[src/rtl/master_game_sm.sv]
// Top-level game controller: start-button sync, maze-completion detect,
// per-second countdown, and timed WIN/TIMEOUT hold before returning to IDLE.
module master_game_sm #(
  parameter int unsigned TICKS_PER_SEC = 100_000_000,
  parameter int unsigned TIME_LIMIT    = 30,
  parameter int unsigned HOLD_SECS     = 5
) (
  input  logic       CLK,
  input  logic       RESET,
  input  logic       BTNC,
  input  logic [3:0] MAZE_STATUS,
  output logic [1:0] MASTER_STATE,
  output logic [7:0] TIME_LEFT,
  output logic       SEC_TICK
);

  localparam int unsigned      PW         = $clog2(TICKS_PER_SEC);
  localparam longint unsigned  HOLD_TOTAL = 64'(HOLD_SECS) * 64'(TICKS_PER_SEC);
  localparam int unsigned      HW         = $clog2(HOLD_TOTAL);
  localparam logic [PW-1:0]    PRESC_LAST = PW'(TICKS_PER_SEC - 1);
  localparam logic [HW-1:0]    HOLD_LAST  = HW'(HOLD_TOTAL - 1);
  localparam logic [7:0]       TL_RELOAD  = 8'(TIME_LIMIT);

  typedef enum logic [1:0] {
    S_IDLE    = 2'b00,
    S_MAZE    = 2'b01,
    S_WIN     = 2'b10,
    S_TIMEOUT = 2'b11
  } state_t;

  state_t          state_q, state_d;
  logic [PW-1:0]   presc_q, presc_d;
  logic [HW-1:0]   hold_q, hold_d;
  logic [7:0]      time_q, time_d;
  logic            tick_q, tick_d;
  logic            b0, b1, b2;
  logic [3:0]      prev_status;
  logic            start_pulse;
  logic            win;

  assign start_pulse = b1 & ~b2;
  // Only a fresh transition into FINISHED counts; a status already at 4'hF stays inert.
  assign win = (MAZE_STATUS == 4'hF) && (prev_status != 4'hF) && (state_q == S_MAZE);

  assign MASTER_STATE = state_q;
  assign TIME_LEFT    = time_q;
  assign SEC_TICK     = tick_q;

  // Button synchroniser / edge detector and maze-status history.
  always_ff @(posedge CLK) begin
    if (RESET) begin
      b0          <= 1'b0;
      b1          <= 1'b0;
      b2          <= 1'b0;
      prev_status <= 4'hF;
    end else begin
      b0          <= BTNC;
      b1          <= b0;
      b2          <= b1;
      prev_status <= MAZE_STATUS;
    end
  end

  // Controller state register.
  always_ff @(posedge CLK) begin
    if (RESET) begin
      state_q <= S_IDLE;
      presc_q <= '0;
      hold_q  <= '0;
      time_q  <= TL_RELOAD;
      tick_q  <= 1'b0;
    end else begin
      state_q <= state_d;
      presc_q <= presc_d;
      hold_q  <= hold_d;
      time_q  <= time_d;
      tick_q  <= tick_d;
    end
  end

  // Next-state, countdown and hold-timer logic.
  always_comb begin
    state_d = state_q;
    presc_d = presc_q;
    hold_d  = hold_q;
    time_d  = time_q;
    tick_d  = 1'b0;
    case (state_q)
      S_IDLE: begin
        presc_d = '0;
        hold_d  = '0;
        time_d  = TL_RELOAD;
        if (start_pulse) state_d = S_MAZE;
      end
      S_MAZE: begin
        hold_d = '0;
        // Win outranks a coincident final tick: no decrement, no pulse.
        if (win) begin
          state_d = S_WIN;
          presc_d = '0;
        end else if (presc_q == PRESC_LAST) begin
          presc_d = '0;
          tick_d  = 1'b1;
          if (time_q <= 8'd1) begin
            time_d  = 8'd0;
            state_d = S_TIMEOUT;
          end else begin
            time_d = time_q - 8'd1;
          end
        end else begin
          presc_d = presc_q + 1'b1;
        end
      end
      S_WIN, S_TIMEOUT: begin
        presc_d = '0;
        if (start_pulse || (hold_q == HOLD_LAST)) begin
          state_d = S_IDLE;
          time_d  = TL_RELOAD;
          hold_d  = '0;
        end else begin
          hold_d = hold_q + 1'b1;
        end
      end
      default: begin
        state_d = S_IDLE;
        presc_d = '0;
        hold_d  = '0;
        time_d  = TL_RELOAD;
      end
    endcase
  end

endmodule

[config.mk]
export PLATFORM = sky130hd
export DESIGN_NAME = master_game_sm
export DESIGN_NICKNAME = d
export VERILOG_FILES = /design/src/rtl/master_game_sm.sv
export SDC_FILE = /design/constraint.sdc
export NUM_CORES = 1
export LEC_CHECK = 0
export CORE_ASPECT_RATIO = 0.6
export CORE_MARGIN = 3
export CORE_UTILIZATION = 45
export DETAILED_ROUTE_END_ITERATION = 7
export SETUP_SLACK_MARGIN = 0.3
export SLEW_MARGIN = 20
export SYNTH_ARGS = -nofsm -noshare
export SYNTH_HDL_FRONTEND = slang
export SYNTH_SLANG_ARGS = --single-unit
[constraint.sdc]
create_clock -name CLK -period 4.5 [get_ports CLK]
set_input_delay 0.675 -clock CLK [delete_from_list [all_inputs] [get_ports CLK]]
set_output_delay 0.675 -clock CLK [all_outputs]
set_load 0.01 [all_outputs]
==> results of run 1 <==
routing by layer:
layer / track usage, % / part of all wire [%] / vias to the layer above
met3: 5.851 / 4.8 / 9
li1: - / - / 1419
met2: 23.51 / 40 / 63
met4: 5.777 / 1.2 / 0
met1: 25.93 / 54 / 1312
met5: 0 / 0 / -
layout make-up:
class                   count  area [um2]
flip-flops and latches     74        1481
clock inverters             4       72.57
repair buffers             17       170.2
well taps                 104       130.1
fillers                   673        3302
inverters                  18       67.56
clock buffers              12       266.5
multi-input cells         290        1867
registers in the layout, indices dropped and copies added (netlist names):
register,cells
b2,1
b0,1
hold_q,29
SEC_TICK,1
TIME_LEFT,8
b1,1
presc_q,27
MASTER_STATE,2
prev_status,4
report_power, final:
part	switching [uW]	internal, uW	total (uW)	leakage, uW
Combinational	175	88.7	263	0.000500
Clock	264	529	794	0.000165
Sequential	16.8	674	691	0.000598
Total	456	1290	1750	0.00126
final timing paths:
| path | endpoint | slack, ps |
|---|---|---|
| setup / recovery | hold_q[23] | 1740 |
| hold / removal | b1 | 440 |
| setup reg to reg | hold_q[23] | 1740 |
| hold reg to reg | b1 | 440 |
worst reg2reg max path, delay by kind of cell, from the launching register on:
| family | cells | cell delay [ps] |
|---|---|---|
| AO/OA/AOI/OAI | 1 | 270 |
| adder cells (fa/ha/maj) | 1 | 230 |
| flip-flops | 1 | 380 |
| AND/OR/NAND/NOR | 4 | 1730 |
cell usage in the layout (no fill, tap or decap), types with 2 or more instances in the layout:
master	Yosys	layout
o21ai_0	5	5
nor4b_1	3	3
or2_2	5	5
nor3_1	16	16
inv_1	18	18
and3_1	5	5
a221o_1	2	2
a21oi_1	3	3
o211ai_1	3	3
xor2_1	18	18
or4_1	2	2
dfxtp_1	74	74
ha_1	8	8
nor2_1	69	69
nor2b_1	4	4
nand2_1	20	20
xnor2_1	34	34
o31ai_1	4	4
clkdlybuf4s50_1	0	17
o31a_1	3	3
and4_1	10	10
clkbuf_8	0	3
nor4_1	7	7
nand3_1	20	20
a221oi_1	2	2
or3_1	5	5
nand2b_1	4	4
bufinv_16	0	2
clkbuf_16	0	9
nand4_1	18	18
kinds of logic (layout without fill, tap and decap cells):
family,Yosys count,in the layout,synth area share (%)
fa+ha+maj,8,8,2.889
flops,74,74,42.76
xor+xnor,52,52,13.15
simple gates,195,195,29.54
compound gates,35,35,8.307
buf+inv,30,51,3.358
synthesized netlist by cell type, drive strengths merged (8+ instances only):
cell type  count  area [um2]
ha             8       100.1
xnor2         34       297.8
nand2         20       75.07
inv           18       67.56
nand3         20       100.1
nor3          16       80.08
clkbuf        10       38.78
nor4           8       65.06
nand4         18       112.6
xor2          18       157.7
and4          10       87.58
dfxtp         74        1481
nor2          69       259.0
stage by stage:
step                utilization [%]  worst slack (ps)
floorplan                         -              2238
global placement              50.51              1492
detailed placement            50.51              1422
CTS                           55.12              1688
global route                  55.12              1346
finish                        55.12              1744
==> run_results.csv, run 1 <==
group,metric,value,unit
outcome,status,"finished clean",
routing,drt_iter0_drc,197,
synth,synth_cell_types,49,
clocking,cts.path.max_buffers,2,
floorplanning,ios,18,
grt,grt_pass1_vias,2530,
synth,synth-edff-count,0,
synth,netlist_area,3465,um2
clocking,cts_buffers,9,
sta,finalHoldViolations,0,
sta,maxSlewViolCount,0,
routing,wl,7184,um
clocking,clk_transition_reported_paths,60,ps
min_path,hold_path.class,"reg -> reg",
floorplanning,die_area,8822,um2
power_and_ir_drop,power.density,431.1,nW/um2
sta,setup_viol,0,
synth,ys_seq_area_share,42.76,%
place,io_buffer_count,17,
synth,yosys_warnings,0,
routing,vias_per_cell,5.401,
routing,postRouteAntennaNets,0,
clocking,cts_hold_buf,0,
clocking,numClockSinks,74,
sta,tns,0,ps
critical_path,cp_num_buf_inv,0,
critical_path,cp.required,4680,ps
layout,nNetsFinal,425,
layout,finalInstanceArea,4055,um2
sta,post-route-min-period,2757,ps
sta,fin_skew,5.433,ps
grt,overflow,0,
min_path,hp-start,"b0",
critical_path,reg2reg_depth,6,
min_path,min_path_cells,1,
critical_path,cp_max_fo,29,
synth,ys.flop_type,"dfxtp_1",
place,place_hpwl,5009,um
critical_path,cp-startpoint,"hold_q[0]",
synth,synth-async-reset-ratio,0,%
clocking,post_cts_buffers,0,
sta,period_share,61.26,%
floorplanning,die_height,73.97,um
grt,track_usage,17.46,%
routing,wire_per_inst,13.84,um
run,max_cap_viol_count,0,
clocking,h-tree-depth,3,
sta,worstMarginPinSlew,1006,ps
floorplanning,initial_core_util,47.09,%
grt,grt_pass1_wl,12430,um
synth,mappedNetlistNets,409,
layout,drive_gt1_share,6.024,%
layout,syn2layout_area_growth,17.05,%
critical_path,path_delay_family,"simple AND/OR/NAND/NOR gates",
critical_path,cpMaxStageDelayCell,"or2b_1",
sta,holdWs,441.1,ps
critical_path,start_kind,"register",
layout,layout.cells.non_filler,519,
synth,syn_area_per_cell,8.793,um2
grt,grt_max_degree,30,
clocking,clk_latency,330,ps
routing,drc,0,
synth,ys_ff_latch,74,
clocking,post_cts_resized,0,
place,gp_congestion,0.8438,
critical_path,crit_top_cell,"nor2_1",
critical_path,r2r_start,"hold_q[0]",
sta,rsz0062_at_grt,"no",
grt,antenna_found_initial,0,
sta,max_slew_margin,32.93,%
floorplanning,core_region_area,7357,um2
place,dpl_cell_area,3716,um2
clocking,cts_tree,"built",
place,place_inst,503,
critical_path,arrival,2940,ps
synth,syn-instance-count,394,
critical_path,slowest_delay,880,ps
routing,firstDrtPassIters,5,
critical_path,worst-path-stages,6,
floorplanning,die_width,119.3,um
routing,dr_total_vias,2803,
critical_path,crit_chain,"ha_1 -> nand4_1 -> nor2_1 -> a31oi_4 -> or2b_1 -> nor2_1",
sta,max_freq,0.3628,GHz
power_and_ir_drop,totalPowerFinal,1748,uW
critical_path,crit_type,"reg -> reg",
power_and_ir_drop,max-vdd-ir-drop,0.0001841,V
layout,n_antenna_cell,0,
critical_path,worst_setup_path_end_kind,"register",
power_and_ir_drop,leakagePower,0.001263,uW
floorplanning,fp-row-count,24,
clocking,cts_root_buf,"clkbuf_16",
Note: power is estimated with default switching activity, not from simulation.
==> run 2, diff against run 1 <==
==> constraint.sdc (replaced) <==
create_clock -name CLK -period 2.7 [get_ports CLK]
set_input_delay 0.405 -clock CLK [delete_from_list [all_inputs] [get_ports CLK]]
set_output_delay 0.405 -clock CLK [all_outputs]
set_load 0.01 [all_outputs]
==> run_results.csv, run 2 (synthesis results as in run 1) <==
group,metric,value,unit
outcome,status,"finished clean",
clocking,clk_latency,330,ps
grt,overflow,0,
grt,grt-busiest-layer,"met1",
grt,grt_use_met3,5.091,%
layout,largest_reg_flops,29,
routing,dr_total_vias,2814,
grt,grt_pass1_vias,2479,
place,io_buffer_count,17,
critical_path,arrival,2490,ps
clocking,h-tree-depth,3,
sta,period_share,84.26,%
place,gp_congestion,0.8226,
power_and_ir_drop,max-vdd-ir-drop,0.0003144,V
layout,n_antenna_cell,0,
clocking,cts_buffers,9,
clocking,clk_transition_reported_paths,60,ps
floorplanning,die_width,119.3,um
sta,finalHoldViolations,0,
critical_path,cp_max_fo,5,
routing,drc,0,
place,place_hpwl,4987,um
sta,rsz0062_at_grt,"no",
floorplanning,core_region_area,7357,um2
critical_path,cp.required,2910,ps
layout,drive_gt1_share,9.767,%
routing,wire_per_inst,13.82,um
run,max_cap_viol_count,0,
grt,grt_max_degree,30,
grt,grt_pass1_wl,12110,um
floorplanning,ios,18,
routing,drt_iter0_drc,208,
power_and_ir_drop,totalPowerFinal,2721,uW
layout,final_cell_mix,"dfxtp_1, nor2_1, xnor2_1",
routing,vias_per_cell,5.270,
sta,post-route-min-period,2275,ps
grt,antenna_found_initial,0,
routing,firstDrtPassIters,4,
floorplanning,die_height,73.97,um
layout,regMostFlops,"hold_q",
sta,max_freq,0.4396,GHz
sta,worstMarginPinSlew,578.0,ps
clocking,numClockSinks,74,
clocking,cts_root_buf,"clkbuf_16",
critical_path,start_kind,"register",
sta,fin_skew,8.119,ps
grt,use_met1,25.76,%
min_path,hold_path.class,"reg -> reg",
layout,mostFrequentLayoutCell,"dfxtp_1",
routing,wl,7381,um
layout,syn2layout_area_growth,18.85,%
power_and_ir_drop,leakagePower,0.001298,uW
clocking,cts.path.max_buffers,2,
routing,postRouteAntennaNets,0,
sta,max_slew_margin,60.47,%
sta,maxSlewViolCount,0,
grt,track_usage,17.26,%
floorplanning,fp-row-count,24,
grt,gr-usage-met2,23.20,%
critical_path,worst_setup_path_end_kind,"register",
floorplanning,initial_core_util,47.09,%
sta,holdWs,444.4,ps
clocking,cts_tree,"built",
power_and_ir_drop,power.density,660.8,nW/um2
sta,setup_viol,0,
layout,post-route-util,55.97,%
floorplanning,die_area,8822,um2
layout,nNetsFinal,440,
sta,tns,0,ps
critical_path,crit_type,"reg -> reg",
run 2: cell types whose count changed in the layout (fill, tap and decap cells not counted), moves of 2 or more:
cell       change
clkbuf_1       +5
clkbuf_8       -3
buf_4         +15
dfxtp_2        +3
dfxtp_1        -3
bufinv_16      -2
run 2: where the power goes:
part / switching (uW) / internal, uW
combinational: 305 / 204
clock: 429 / 623
sequential: 33.6 / 1130
total: 768 / 1950
run 2: path summary, 6_finish.rpt:
| path | from | to | slack [ps] | cells past startpoint |
|---|---|---|---|---|
| worst max-delay path | presc_q[0] | TIME_LEFT[4] | 430 | 6 |
| worst min-delay path | b0 | b1 | 440 | 1 |
| worst max register to register | presc_q[0] | TIME_LEFT[4] | 430 | 6 |
| worst min register to register | b0 | b1 | 440 | 1 |
run 2: metrics by stage:
| step | area [um2] | cells | setup slack (ps) |
|---|---|---|---|
| 2_1_floorplan | 3465 | 394 | 438.3 |
| 3_3_place_gp | 3776 | 511 | 350.9 |
| 3_5_place_dp | 3776 | 511 | 273.2 |
| 4_1_cts | 4041 | 527 | 303.1 |
| 5_1_grt | 4118 | 534 | 304.8 |
| 6_report | 4118 | 534 | 425.0 |
run 2: final cells by class:
cell class                      instances  area (um2)
Inverter                               18       67.56
Timing Repair Buffer                   32       282.8
Sequential cell                        74        1485
Fill cell                             671        3239
Tap cell                              104       130.1
Multi-Input combinational cell        290        1894
Clock inverter                          2       13.76
Clock buffer                           14       244.0
run 2: per-layer routing:
| layer | vias to the layer above | wire, um |
|---|---|---|
| met3 | 9 | 341 |
| li1 | 1455 | - |
| met1 | 1298 | 4023 |
| met4 | 0 | 92 |
| met5 | - | 0 |
| met2 | 52 | 2924 |
run 2: repair_timing:
item / CTS / global route
resized for setup: 2 / 6
hold endpoints to repair: 0 / 0
pin swaps: 1 / 4
buffers inserted: 0 / 7
hold buffers: 0 / 0
endpoints found under the setup margin: 1 / 1
run 2: critical path, cell delays in order (launching register included):
cell	delay, ps
dfxtp_2	370
ha_4	160
nand4_1	130
or3_4	430
o31a_1	300
or4_1	470
a221o_1	290
